### src/rtl/uart_tx_cfg.sv
// uart_tx_cfg: UART transmitter with an internal transmit FIFO and a valid/ready push port.
// Latency: a word pushed at cycle t into an empty FIFO with the line idle starts its START bit at t+2.
//   Frames stream back-to-back while the FIFO holds data.
// Backpressure: Ready_o drops while the FIFO is full and depends only on registered state.
// Ports: Clk/Rst_n (synchronous, active-low); Data_i/Valid_i/Ready_o push side; Parity_odd parity sense;
//   TXD serial line (idle high); Busy, EOT (last cycle of each frame), Fifo_level status.
// Optional feature: define UART_TX_PARITY_EN to append a parity bit to every frame.
module uart_tx_cfg #(
  parameter int FREQ_CLK   = 100000000,
  parameter int BAUD       = 115200,
  parameter int DATA_BITS  = 8,
  parameter int STOP_BITS  = 1,
  parameter int FIFO_DEPTH = 4
) (
  input  logic                          Clk,
  input  logic                          Rst_n,
  input  logic [DATA_BITS-1:0]          Data_i,
  input  logic                          Valid_i,
  output logic                          Ready_o,
  input  logic                          Parity_odd,
  output logic                          TXD,
  output logic                          Busy,
  output logic                          EOT,
  output logic [$clog2(FIFO_DEPTH):0]   Fifo_level
);
  localparam int DIV = FREQ_CLK / BAUD;
  localparam int CW  = $clog2(DIV);
  localparam int AW  = $clog2(FIFO_DEPTH);
  localparam int LW  = AW + 1;
  localparam int BW  = 4;  // wide enough for a data index up to 8 and a stop index up to 1

  if (DIV < 2) begin : g_bad_div
    $error("uart_tx_cfg: FREQ_CLK/BAUD must be at least 2");
  end
  if (DATA_BITS < 5 || DATA_BITS > 9) begin : g_bad_data_bits
    $error("uart_tx_cfg: DATA_BITS must be 5..9");
  end
  if (STOP_BITS < 1 || STOP_BITS > 2) begin : g_bad_stop_bits
    $error("uart_tx_cfg: STOP_BITS must be 1 or 2");
  end
  if (FIFO_DEPTH < 2 || (FIFO_DEPTH & (FIFO_DEPTH - 1)) != 0) begin : g_bad_depth
    $error("uart_tx_cfg: FIFO_DEPTH must be a power of 2, at least 2");
  end

  // ---------------- transmit FIFO ----------------
  logic [DATA_BITS-1:0] mem [FIFO_DEPTH];
  logic [AW-1:0]        wr_ptr, rd_ptr;
  logic [LW-1:0]        level;
  logic                 push, pop, fifo_empty;
  logic [DATA_BITS-1:0] head;

  assign Ready_o    = (level != LW'(FIFO_DEPTH));
  assign fifo_empty = (level == '0);
  assign push       = Valid_i && Ready_o;
  assign head       = mem[rd_ptr];
  assign Fifo_level = level;

  always_ff @(posedge Clk) begin
    if (push) mem[wr_ptr] <= Data_i;
  end

  always_ff @(posedge Clk) begin
    if (!Rst_n) begin
      wr_ptr <= '0;
      rd_ptr <= '0;
      level  <= '0;
    end else begin
      if (push) wr_ptr <= wr_ptr + AW'(1);
      if (pop)  rd_ptr <= rd_ptr + AW'(1);
      case ({push, pop})
        2'b10:   level <= level + LW'(1);
        2'b01:   level <= level - LW'(1);
        default: level <= level;
      endcase
    end
  end

  // ---------------- frame FSM ----------------
`ifdef UART_TX_PARITY_EN
  typedef enum logic [2:0] {IDLE, START, DATA, PARITY, STOP} state_t;
  logic par_q;  // parity bit value, fixed when the word is popped
`else
  typedef enum logic [1:0] {IDLE, START, DATA, STOP} state_t;
  logic unused_parity_odd;
  assign unused_parity_odd = Parity_odd;
`endif

  state_t               state;
  logic [CW-1:0]        cnt;
  logic [BW-1:0]        bit_idx;
  logic [DATA_BITS-1:0] shift;
  logic                 txd_q;
  logic                 bit_end, last_stop;

  assign bit_end   = (cnt == CW'(DIV - 1));
  assign last_stop = (bit_idx == BW'(STOP_BITS - 1));
  assign EOT       = (state == STOP) && bit_end && last_stop;
  // Pop from IDLE, or in the final stop cycle so the next START follows with no gap.
  assign pop       = !fifo_empty && ((state == IDLE) || EOT);
  assign Busy      = (state != IDLE);
  assign TXD       = txd_q;

  always_ff @(posedge Clk) begin
    if (!Rst_n) begin
      state   <= IDLE;
      cnt     <= '0;
      bit_idx <= '0;
      shift   <= '0;
      txd_q   <= 1'b1;
`ifdef UART_TX_PARITY_EN
      par_q   <= 1'b0;
`endif
    end else begin
      // Every state change happens on bit_end (or out of IDLE), so this also clears on entry.
      cnt <= (bit_end || state == IDLE) ? '0 : cnt + CW'(1);
      // txd_q is loaded with the level of the state being entered, so the line is registered.
      case (state)
        IDLE: begin
          if (pop) begin
            shift   <= head;
            bit_idx <= '0;
            txd_q   <= 1'b0;
            state   <= START;
`ifdef UART_TX_PARITY_EN
            par_q   <= (^head) ^ Parity_odd;
`endif
          end
        end
        START: begin
          if (bit_end) begin
            state <= DATA;
            txd_q <= shift[0];
          end
        end
        DATA: begin
          if (bit_end) begin
            shift <= shift >> 1;
            if (bit_idx == BW'(DATA_BITS - 1)) begin
              bit_idx <= '0;
`ifdef UART_TX_PARITY_EN
              state   <= PARITY;
              txd_q   <= par_q;
`else
              state   <= STOP;
              txd_q   <= 1'b1;
`endif
            end else begin
              bit_idx <= bit_idx + BW'(1);
              txd_q   <= shift[1];
            end
          end
        end
`ifdef UART_TX_PARITY_EN
        PARITY: begin
          if (bit_end) begin
            state <= STOP;
            txd_q <= 1'b1;
          end
        end
`endif
        STOP: begin
          if (bit_end) begin
            if (!last_stop) begin
              bit_idx <= bit_idx + BW'(1);
            end else if (pop) begin
              shift   <= head;
              bit_idx <= '0;
              txd_q   <= 1'b0;
              state   <= START;
`ifdef UART_TX_PARITY_EN
              par_q   <= (^head) ^ Parity_odd;
`endif
            end else begin
              bit_idx <= '0;
              state   <= IDLE;
            end
          end
        end
        default: begin
          state <= IDLE;
          txd_q <= 1'b1;
        end
      endcase
    end
  end

endmodule
### config.mk
export PLATFORM = sky130hd
export DESIGN_NAME = uart_tx_cfg
export DESIGN_NICKNAME = d
export VERILOG_FILES = /design/src/rtl/uart_tx_cfg.sv
export SDC_FILE = /design/constraint.sdc
export NUM_CORES = 1
export LEC_CHECK = 0
export CORE_ASPECT_RATIO = 0.7
export CORE_MARGIN = 2
export CORE_UTILIZATION = 58
export DETAILED_ROUTE_END_ITERATION = 10
export PLACE_DENSITY = 0.78
export REMOVE_ABC_BUFFERS = 1
export SLEW_MARGIN = 25
export SYNTH_ARGS = -nofsm -noshare
export SYNTH_HDL_FRONTEND = slang
export SYNTH_SLANG_ARGS = --single-unit
### constraint.sdc
create_clock -name Clk -period 3.6 [get_ports Clk]
set_input_delay 1.08 -clock Clk [delete_from_list [all_inputs] [get_ports Clk]]
set_output_delay 1.08 -clock Clk [all_outputs]
set_load 0.05 [all_outputs]
== Yosys cells after proc, flatten, opt, wreduce, memory -nomap -nowiden ==
Memory sizes are Yosys's and may differ from the RTL's. A register that Yosys moved wholly into a read port is not among the register bits.
Cells that the tools add are included.
Widths: inputs -> output; s select.
Storage, ports and cells
  flip-flop bits (word level): 32
  bits in writable memories: 32
  input port bits: 12
  logic and storage cells: 79
  memories kept: 1
Cells by class
  add/subtract/negate cells: 6
  eq/ne operators: 14
  multiplexer cells: 31
  bitwise logic cells: 1
  reduce and logical (&&, ||, !) cells: 18
Memory list
  mem: depth 4, width 8, read ports 1, clocked after memory_dff 1, write ports 1, line 46  | logic [DATA_BITS-1:0] mem [FIFO_DEPTH];
Operators with widths (number)
  $mux 8: 4
  $pmux 8 s3: 1
  $mux 4: 5
  $mux 2: 8
  $ne 2x2->1 const B: 6
  $pmux 4 s3: 1
  $reduce_and 4->1: 3
  $add 10x1->10 const B: 1
  $eq 10x10->1 const B: 1
  $mux 1: 9
  $pmux 2 s4: 1
  $eq 2x2->1 const B: 3
  $pmux 3 s2: 1
  $reduce_and 6->1: 1
  $add 2x1->2 const B: 2
  $add 4x1->4 const B: 1
  $eq 2x1->1 const B: 2
  $eq 4x3->1 const B: 1
  $logic_and 1x1->1: 4
  $logic_not 4->1: 1
  $pmux 1 s4: 1
  $reduce_bool 2->1: 2
  $add 3x1->3 const B: 1
  $logic_not 3->1: 1
  other kinds (8): 9

== Longest topological paths before layout ==
  word-level depth: 9
  gate-level depth with buffers: 12

== Least setup slack after synthesis ==
OpenSTA, ideal clock, no wires.
  path kind: flip-flop to flip-flop
  from: register level[2] (netlist: Fifo_level[2])
  to: register level[2] (netlist: Fifo_level[2])
  arrival time: 2857 ps
  setup slack: 667 ps
  cell stages (with the launch flop): 10
  path buffers: 0
  period minus slack after synthesis: 2933 ps
  cells stage by stage: dfxtp_1 nand3_1 and2_1 inv_1 ha_1 inv_1 fa_1 xor2_1 or3_1 a21boi_0
On the way
  elaborated cells between the ends (all ways): 11
  classes of those cells: add/sub (2); eq/ne (3); mux (1); reduce/logical (5)
RTL lines
  from (decl): line 48  | logic [LW-1:0] level;
  from (signal assigned): line 71  | 2'b10: level <= level + LW'(1);
  from (signal assigned): line 72  | 2'b01: level <= level - LW'(1);
  from (signal assigned): line 73  | default: level <= level;
  $ne 3x3->1 (*): line 52  | assign Ready_o = (level != LW'(FIFO_DEPTH));
  named net Ready_o: line 19  | output logic Ready_o,
  $logic_and 1x1->1 (*): line 54  | assign push = Valid_i && Ready_o;
  $eq 2x1->1 / $eq 2x2->1 (equally long branches): line 70  | case ({push, pop})
  $pmux 3 s2 / $reduce_bool 2->1 (equally long branches)
The timed path passes the listed nets; every way through them passes the cells marked *.
A chain may end at the register's enable or synchronous reset.

== Worst setup path after layout ==
  from: register bit_idx[0]
  to: register level[2] (netlist: Fifo_level[2])
On the way
  longest elaborated chain between the ends: 6
  elaborated cells between the ends (all ways): 8
  classes of those cells: eq/ne (2); mux (1); reduce/logical (5)
RTL lines
  from (decl): line 90  | logic [BW-1:0] bit_idx;
  from (signal assigned): line 148  | bit_idx <= bit_idx + BW'(1);
  from (signal assigned): line 164  | bit_idx <= bit_idx + BW'(1);
  $logic_not 4->1 (*): line 96  | assign last_stop = (bit_idx == BW'(STOP_BITS - 1));
  $logic_and 1x1->1 (*): line 97  | assign EOT = (state == STOP) && bit_end && last_stop;
  $logic_or 1x1->1 (*): line 99  | assign pop = !fifo_empty && ((state == IDLE) || EOT);
  $logic_and 1x1->1 (*): line 99
  named net pop: line 49  | logic push, pop, fifo_empty;
  $eq 2x1->1 / $eq 2x2->1 (equally long branches): line 70
  $pmux 3 s2 / $reduce_bool 2->1 (equally long branches)
Marks and branches as above.

==> run metrics <==
status finished, final reports clean; Clock transition at path regs 0.07 ns; worst endpoint required time approximately 3.9 ns; final WL 5120 µm; crit path cell chain inv_1 -> ha_1 -> or3b_4 -> or4_4 -> a21o_1 -> clkinv_2 -> ha_1 -> inv_1 -> fa_1 -> xor2_1 -> or3_1 -> a21boi_0; Worst slew margin 61.2%; Core Area 5150 µm²; largest net degree at the start of global routing 27; slowest stage cell, crit path or4_4; cts hold-fix bufs 0; Slew @ Worst Pin 0.582 ns; routed via count 1898; Gate Count Post-Synth 256; # rows 22; Post-CTS Setup Bufs 0; MaxCap Viol Count 0; cts repair resizes 0; Setup Slack @ Placement 0.418 ns; power per cell area 716 nW/µm²; htree depth 3; VDD IR max 0.357 mV; Bufs and invs on worst path 3; area share of the largest cell type after synthesis 31.6%; DRT Pass-1 Iters 4; Setup violations, final 0; P&R area growth vs syn 13.0%; Leakage ~1.2 nW; fillcell total 387; IO Count 19; die area 5850 µm²; die width slightly above 90 µm; unrepaired setup endpoints after global routing no; top-count cell post-synth dfxtp_1; routed len/inst roughly 15 µm; share of cells above drive strength 1 12.1%; worst r2r path cells 12; Crit Path Class reg -> reg; CTS Root Cell clkbuf_8; PortBufs 17; sequential cell area approximately 1600 µm²; Worst setup SP type flip-flop; top cells by count, synth 34 x dfxtp_1, 32 x edfxtp_1, 29 x nand2_1, 15 x nor2_1; Num CTS Buffers 9; Via density 5.38; # DRC 0; NumNets Final 303; hold_sp cnt[0]; Final Non-Filler Cells 353; clock sinks 66; CTS tree done; Hold EP cnt[0]; later-pin clock latency in the skew report 0.34 ns; flop2flop setup slack between 0.3 and 0.4 ns; period utilization 89.1%; ys async rst share 0%; Main synth FF type dfxtp_1; initial drt markers 116; sequential-to-total area share from yosys stat between 50% and 60%; Critical Path Fanout Max 4; vias in the first global route 1863; Post-DRT Antenna Nets 0; GR Overflow Total 0; setup_tns 0 ns; Clock Skews ~0.007 ns; Max Freq 312 MHz; synth warn 0; RePlAce Congestion 0.872; placed cell count 337; WHS roughly 0.46 ns; Worst setup EP type flip-flop; Multi-input gate area 1300 µm²; Crit path max-delay family simple AND/OR/NAND/NOR gates; global-route usage over all layers 19.7%; Initial Utilization 59.1%; mapped cell area 3040 µm²; Post-synth EDFFs 32; CTS Buffer Depth 2; FF+latch count, synth 66; Hold Path Class reg -> reg; first-pass GRT wire length about 8800 µm; count of pins over their slew limit 0; Final Critical Period 3.21 ns; Hold Path Stages 1; r2r endpoint Fifo_level[2]; min setup slack post-route roughly 0.39 ns; library cells used by synthesis 44; CP peak stage delay ~0.50 ns; Synth area leader edfxtp_1; Fin. Hold Viols 0; Reg-to-Reg Start bit_idx[0]; initial antenna violation count 0; Diodes inserted 0; Detail Placement HPWL 3650 µm; fin util around 67%; Area contributors post-synth edfxtp_1 32%, dfxtp_1 22%, mux4_2 5.9%; crit path DAT 3.47 ns; Die Y 64.6 µm; Avg Synthesized Cell Area 11.9 µm²
-- logic make-up after synthesis --
group                    count (synthesis)  share of synthesized area [%]
AO/OA/AOI/OAI                           24                           5.47
XOR/XNOR                                12                           3.45
adder cells (fa/ha/maj)                 15                           6.41
buffers and inverters                   24                           3.25
flip-flops                              66                           53.9
multiplexers                            25                           11.8
AND/OR/NAND/NOR                         90                           15.7
-- worst max-delay path by stage --
stage                  start            end  slack, ns  cells after the start
2_1_floorplan  Fifo_level[2]  Fifo_level[2]       0.67                      9
3_3_place_gp         Valid_i  Fifo_level[2]       0.53                      9
3_5_place_dp      bit_idx[0]  Fifo_level[2]       0.42                     12
4_1_cts           bit_idx[0]  Fifo_level[2]       0.39                     12
5_1_grt           bit_idx[0]  Fifo_level[2]       0.29                     12
6_report          bit_idx[0]  Fifo_level[2]       0.39                     12
-- power breakdown --
| group | leakage [nW] | total [mW] | switching [mW] | internal (mW) |
|---|---|---|---|---|
| clock network | 0.0761 | 0.526 | 0.277 | 0.249 |
| logic | 0.575 | 0.947 | 0.526 | 0.421 |
| registers | 0.571 | 0.987 | 0.0862 | 0.901 |
| total | 1.22 | 2.46 | 0.889 | 1.57 |
-- state kept, by name, indices dropped and copies added, names as in the netlist, named ones only --
| signal | cells |
|---|---|
| rd_ptr | 2 |
| TXD | 1 |
| Fifo_level | 3 |
| wr_ptr | 2 |
| state | 2 |
| cnt | 10 |
| bit_idx | 4 |
| shift | 8 |
| mem | 32 |
-- cells in the final DEF, fill, tap and decap left out, drive strengths merged, types with 7 or more instances in the layout --
cell type / count
dfxtp: 34
xnor2: 8
nor2: 15
mux2: 7
mux4: 8
clkdlybuf4s50: 16
inv: 14
ha: 14
and2: 9
nand2: 29
clkbuf: 10
edfxtp: 32
mux2i: 10
nand3: 8
-- stage by stage --
stage               total power, mW  instance area [µm²]
global placement               1.92                 3270
CTS                            2.48                 3440
finish                         2.46                 3440
global route                   2.62                 3440
floorplan                      1.72                 3000
detailed placement             1.95                 3270
-- layer usage --
metal,up-vias,part of all wire (%),global-route usage [%]
met1,899,53,27.4
met5,-,0,0
li1,964,-,-
met4,0,0.49,4.62
met3,2,4.1,7.67
met2,33,43,29.5
-- cell type report --
class	count	share of cell area [%]
well taps	72	2.62
clock buffers	10	3.71
multi-input cells	166	37.9
clock inverters	6	1.27
repair buffers	18	5.09
inverters	15	1.67
flip-flops and latches	66	47.7
No activity file was read; power rests on OpenSTA's default activity.
==> patch 1: new RTL, same flow settings <==
The parameter `FREQ_CLK` goes from 100000000 to 25000000.
--- a/src/rtl/uart_tx_cfg.sv
+++ b/src/rtl/uart_tx_cfg.sv
@@ -6,7 +6,7 @@
 //   TXD serial line (idle high); Busy, EOT (last cycle of each frame), Fifo_level status.
 // Optional feature: define UART_TX_PARITY_EN to append a parity bit to every frame.
 module uart_tx_cfg #(
-  parameter int FREQ_CLK   = 100000000,
+  parameter int FREQ_CLK   = 25000000,
   parameter int BAUD       = 115200,
   parameter int DATA_BITS  = 8,
   parameter int STOP_BITS  = 1,
Behaviour: no difference found for any inputs over 10 cycles, from zero or initial values and one cycle with Rst_n low; that may be too few to reach the edited logic, so the function may still have changed.
==> patch 1 against the unedited design <==
- sequential cell count is 2 lower
- total power decreased by 1.8%
- setup slack gained 0.070 ns
- design area is 1.2% lower
- highest routed layer unchanged
- area after synthesis decreased by 1.9%
- combinational power shrank 5.8%
- largest cell class unchanged
- sequential share of layout area fell by 0.62 points
- critical path depth down 8
- global-route usage increased by 0.22 points
- wire length is 1.3% higher
==> patch 1: results (changes against the unedited design) <==
number of global-route vias before repair 1,795 (was 1,863); CTS resizes 0 (unchanged); Cells after Synth 268 (was 256); M1 wire length 2660 um (was 2690 um); Post-CTS Repair Setup Buffers 0 (unchanged); Max clock buf depth 2 (unchanged); WL met3 308 um (was 209 um); placed standard-cell area 3220 um2 (was 3270 um2); biggest regs mem: 32 flops, cnt: 8 flops, shift: 8 flops (was mem: 32 flops, cnt: 10 flops, shift: 8 flops); Synth Flop Type edfxtp_1 (was dfxtp_1); WP data arrival 2.06 ns (was 3.47 ns); hpwl dp 3710 um (was 3650 um); fillcell total 370 (was 387); unique cell type count in the Yosys netlist 50 (was 44); initial antenna violation count 0 (unchanged); largest net degree at the start of global routing 19 (was 27); Placed Cells 348 (was 337); Lkg Pwr 1.30 nW (was 1.22 nW); vias per cell 5.43 (was 5.38); I/O Buffers 17 (unchanged); layout net count 318 (was 303); worst skew pair latency 0.34 ns (about the same); Antenna diodes 0 (unchanged); Net Switching 0.904 mW (was 0.889 mW); Initial DRC Count 187 (was 116); Reg clk slew, reported paths 0.07 ns (about the same); H-Tree Depth 3 (unchanged); EDFF count, synth 32 (unchanged); Via Count 1,977 (was 1,898); Max Cap Viol 0 (unchanged); commonest cells in the netlist nand2_1, dfxtp_1, edfxtp_1, inv_1, nor2_1 (was dfxtp_1, edfxtp_1, nand2_1, nor2_1); worst min-delay path class flop to flop (unchanged); gr usage total 20.0% (was 19.7%); first-pass GRT wire length 8710 um (was 8780 um); Final Skew 0.00907 ns (was 0.00699 ns); total wire length 5190 um (was 5120 um); pre-CTS setup slack 0.504 ns (was 0.418 ns); first-pass iteration count of the detailed router 4 (unchanged); post-synthesis sequential area ratio 53.6% (was 53.9%); CTS buffer count 9 (unchanged); highest routed layer met4 (unchanged); metal2 WL 2160 um (was 2200 um); outcome finished clean (unchanged); Peak VDD IR 0.503 mV (was 0.357 mV); asr flop ratio synth 0% (unchanged); Synthesis Warnings 0 (unchanged); layout cell share with drive strength beyond 1 12.2% (was 12.1%); Max-Slew Margin vs Limit 63.9% (was 61.2%); worst-path fanout max 5 (was 4); top post-synthesis cells by area edfxtp_1, dfxtp_1, ha_1 (was edfxtp_1, dfxtp_1, mux4_2); gpl congestion 0.885 (was 0.872); CTS Root Cell clkbuf_8 (unchanged)
==> patch 1: layout make-up <==
cell class              count  area share (%)
flip-flops and latches     64            47.1
multi-input cells         179            37.9
repair buffers             18            5.15
clock buffers               9            3.65
well taps                  69            2.54
inverters                  18            1.99
clock inverters             7            1.62
==> patch 1: worst max-delay path, stage by stage (launching register included) <==
cell and delay (ns):
dfxtp_1 0.40, inv_1 0.13, ha_1 0.27, inv_1 0.11, clkdlybuf4s50_1 0.81
==> patch 1: stage by stage <==
step	utilization, %	total power [mW]
floorplan	-	1.65
global placement	66.2	1.87
detailed placement	66.2	1.88
CTS	69.9	2.43
global route	69.9	2.57
finish	69.9	2.42
==> patch 1: power by group through the flow <==
stage                     clock (mW)  combinational (mW)  sequential, mW
final                          0.544               0.892           0.980
after global routing           0.586               0.977            1.00
after CTS                      0.561               0.891           0.981
after detailed placement           0               0.882           0.998
after global placement             0               0.873           0.995
after floorplan                    0               0.620            1.03
==> patch 1: worst paths after layout <==
| check | startpoint | to | slack (ns) | cells after the start |
|---|---|---|---|---|
| worst max-delay path | state[0] | Busy | 0.46 | 4 |
| worst min-delay path | shift[5] | shift[5] | 0.46 | 2 |
| worst max register to register | state[0] | Fifo_level[2] | 0.91 | 11 |
| worst min register to register | shift[5] | shift[5] | 0.46 | 2 |
==> patch 1: cells by family after synthesis <==
family	Yosys count	share of synthesized area, %
flops	64	53.6
xor+xnor	10	2.93
compound gates	27	6.33
simple gates	109	17.9
fa+ha+maj	16	6.96
mux	17	9.05
buf+inv	25	3.18
==> patch 1: layer usage <==
| metal | global-route usage [%] | vias to the layer above |
|---|---|---|
| li1 | - | 998 |
| met1 | 29.8 | 923 |
| met5 | 0 | - |
| met2 | 27.7 | 50 |
| met3 | 5.07 | 6 |
| met4 | 8.65 | 0 |
==> patch 2: new RTL, config.mk and constraints unchanged <==
Made on the original files. Make the reset (`Rst_n`) asynchronous in 2 clocked blocks.
--- a/src/rtl/uart_tx_cfg.sv
+++ b/src/rtl/uart_tx_cfg.sv
@@ -59,7 +59,7 @@
     if (push) mem[wr_ptr] <= Data_i;
   end
 
-  always_ff @(posedge Clk) begin
+  always_ff @(posedge Clk or negedge Rst_n) begin
     if (!Rst_n) begin
       wr_ptr <= '0;
       rd_ptr <= '0;
@@ -100,7 +100,7 @@
   assign Busy      = (state != IDLE);
   assign TXD       = txd_q;
 
-  always_ff @(posedge Clk) begin
+  always_ff @(posedge Clk or negedge Rst_n) begin
     if (!Rst_n) begin
       state   <= IDLE;
       cnt     <= '0;
Behaviour: differs if Rst_n is asserted again (counterexample within 4 cycles, from zero or initial values and one cycle with Rst_n low); with Rst_n held inactive, the same outputs for 10 cycles.
==> patch 2 against the unedited design <==
- largest power group is now combinational logic
- sequential cell count is 2 lower
- total power is 30% higher
- setup slack worse by 0.075 ns
- cell count is 8.2% lower
- first-iteration DRC count is 23% higher
- wire length is 8.3% higher
- area after synthesis is 1.3% higher
- design area is 3.7% higher
==> patch 2: results (changes against the unedited design) <==
Worst-Margin Slew 0.743 ns (was 0.582 ns); largest net degree at the start of global routing 33 (was 27); Worst Reg-to-Reg Cells 10 (was 12); first-pass GRT wire length 9360 um (was 8780 um); layout net count 274 (was 303); gpl congestion 0.815 (was 0.872); post-synthesis sequential area ratio 57.2% (was 53.9%); commonest cells in the netlist edfxtp_1, dfrtp_1, inv_1, nor2_1 (was dfxtp_1, edfxtp_1, nand2_1, nor2_1); Final Skew 0.00890 ns (was 0.00699 ns); placed standard-cell area 3300 um2 (was 3270 um2); Setup crit end EOT (was Fifo_level[2]); unique cell type count in the Yosys netlist 47 (was 44); outcome finished clean (unchanged); Initial DRC Count 143 (was 116); CP max stage cell or4b_4 (was or4_4); top post-synthesis cells by area edfxtp_1, dfrtp_1, ha_1 (was edfxtp_1, dfxtp_1, mux4_2); Lkg Pwr 1.44 nW (was 1.22 nW); FF-to-FF End Fifo_level[2] (unchanged); gr usage total 21.5% (was 19.7%); asr flop ratio synth 50.0% (was 0%); vias per cell 5.60 (was 5.38); WP data arrival 2.20 ns (was 3.47 ns); Peak VDD IR 0.535 mV (was 0.357 mV); wire per inst 17.1 um (was 14.5 um); biggest regs mem: 32 flops, cnt: 10 flops, shift: 8 flops (unchanged); fillcell total 381 (was 387); hpwl dp 3710 um (was 3650 um); crit path launch cnt[0] (was bit_idx[0]); setup slack, reg-to-reg 0.58 ns (was 0.39 ns); number of global-route vias before repair 1,867 (was 1,863)
-- patch 2: logic make-up (layout without fill, tap and decap cells) --
group,Yosys count,in the layout,synth area share [%]
muxes,24,24,12.2
adders and majority gates,15,15,6.33
DFF,64,64,57.2
AOI/OAI and AO/OA,24,24,5.76
and+or+nand+nor,59,59,10.6
buffers and inverters,22,51,3.57
xor gates and xnor gates,15,15,4.26
-- patch 2: cell type report --
| class | instances | area (um2) | area share [%] |
|---|---|---|---|
| timing repair buffer | 18 | 175 | 4.91 |
| tap | 72 | 90.1 | 2.53 |
| clock inverter | 7 | 143 | 4.00 |
| inverter | 17 | 63.8 | 1.79 |
| sequential | 64 | 1760 | 49.4 |
| multi-input combinational | 137 | 1210 | 33.9 |
| clock buffer | 9 | 124 | 3.47 |
-- patch 2: worst min path at each step --
stage | startpoint | to | depth (start not counted)
finish | TXD | TXD | 2
global placement | cnt[0] | cnt[0] | 1
global route | cnt[0] | cnt[0] | 1
floorplan | cnt[0] | cnt[0] | 1
detailed placement | cnt[0] | cnt[0] | 1
CTS | cnt[0] | cnt[0] | 1
-- patch 2: power breakdown --
group / leakage, nW / total (mW) / internal (mW) / switching, mW
sequential: 0.695 / 1.17 / 0.989 / 0.183
clock: 0.134 / 0.809 / 0.532 / 0.277
combinational: 0.615 / 1.22 / 0.552 / 0.667
total: 1.44 / 3.20 / 2.07 / 1.13
-- patch 2: layer usage --
metal | GRT usage, % | share of wire, % | up-vias
met5 | 0 | 0 | -
met4 | 8.33 | 1.6 | 0
met3 | 6.05 | 3.6 | 7
met2 | 32.7 | 47 | 28
met1 | 29.7 | 48 | 915
li1 | - | - | 863
-- patch 2: tightest hold or removal path: cells and delay by family (launching register included) --
kind / cells / cell delay (ns)
flops: 1 / 0.37
compound gates: 2 / 0.13
-- patch 2: stage by stage --
stage               std cells  hold slack (ns)  utilization [%]  setup WS (ns)
floorplan                 218            0.455                -          0.122
detailed placement        308            0.483             63.8          0.675
CTS                       324            0.503             68.9          0.329
global route              324            0.521             68.9          0.215
global placement          308            0.477             63.8          0.695
finish                    324            0.503             68.9          0.318
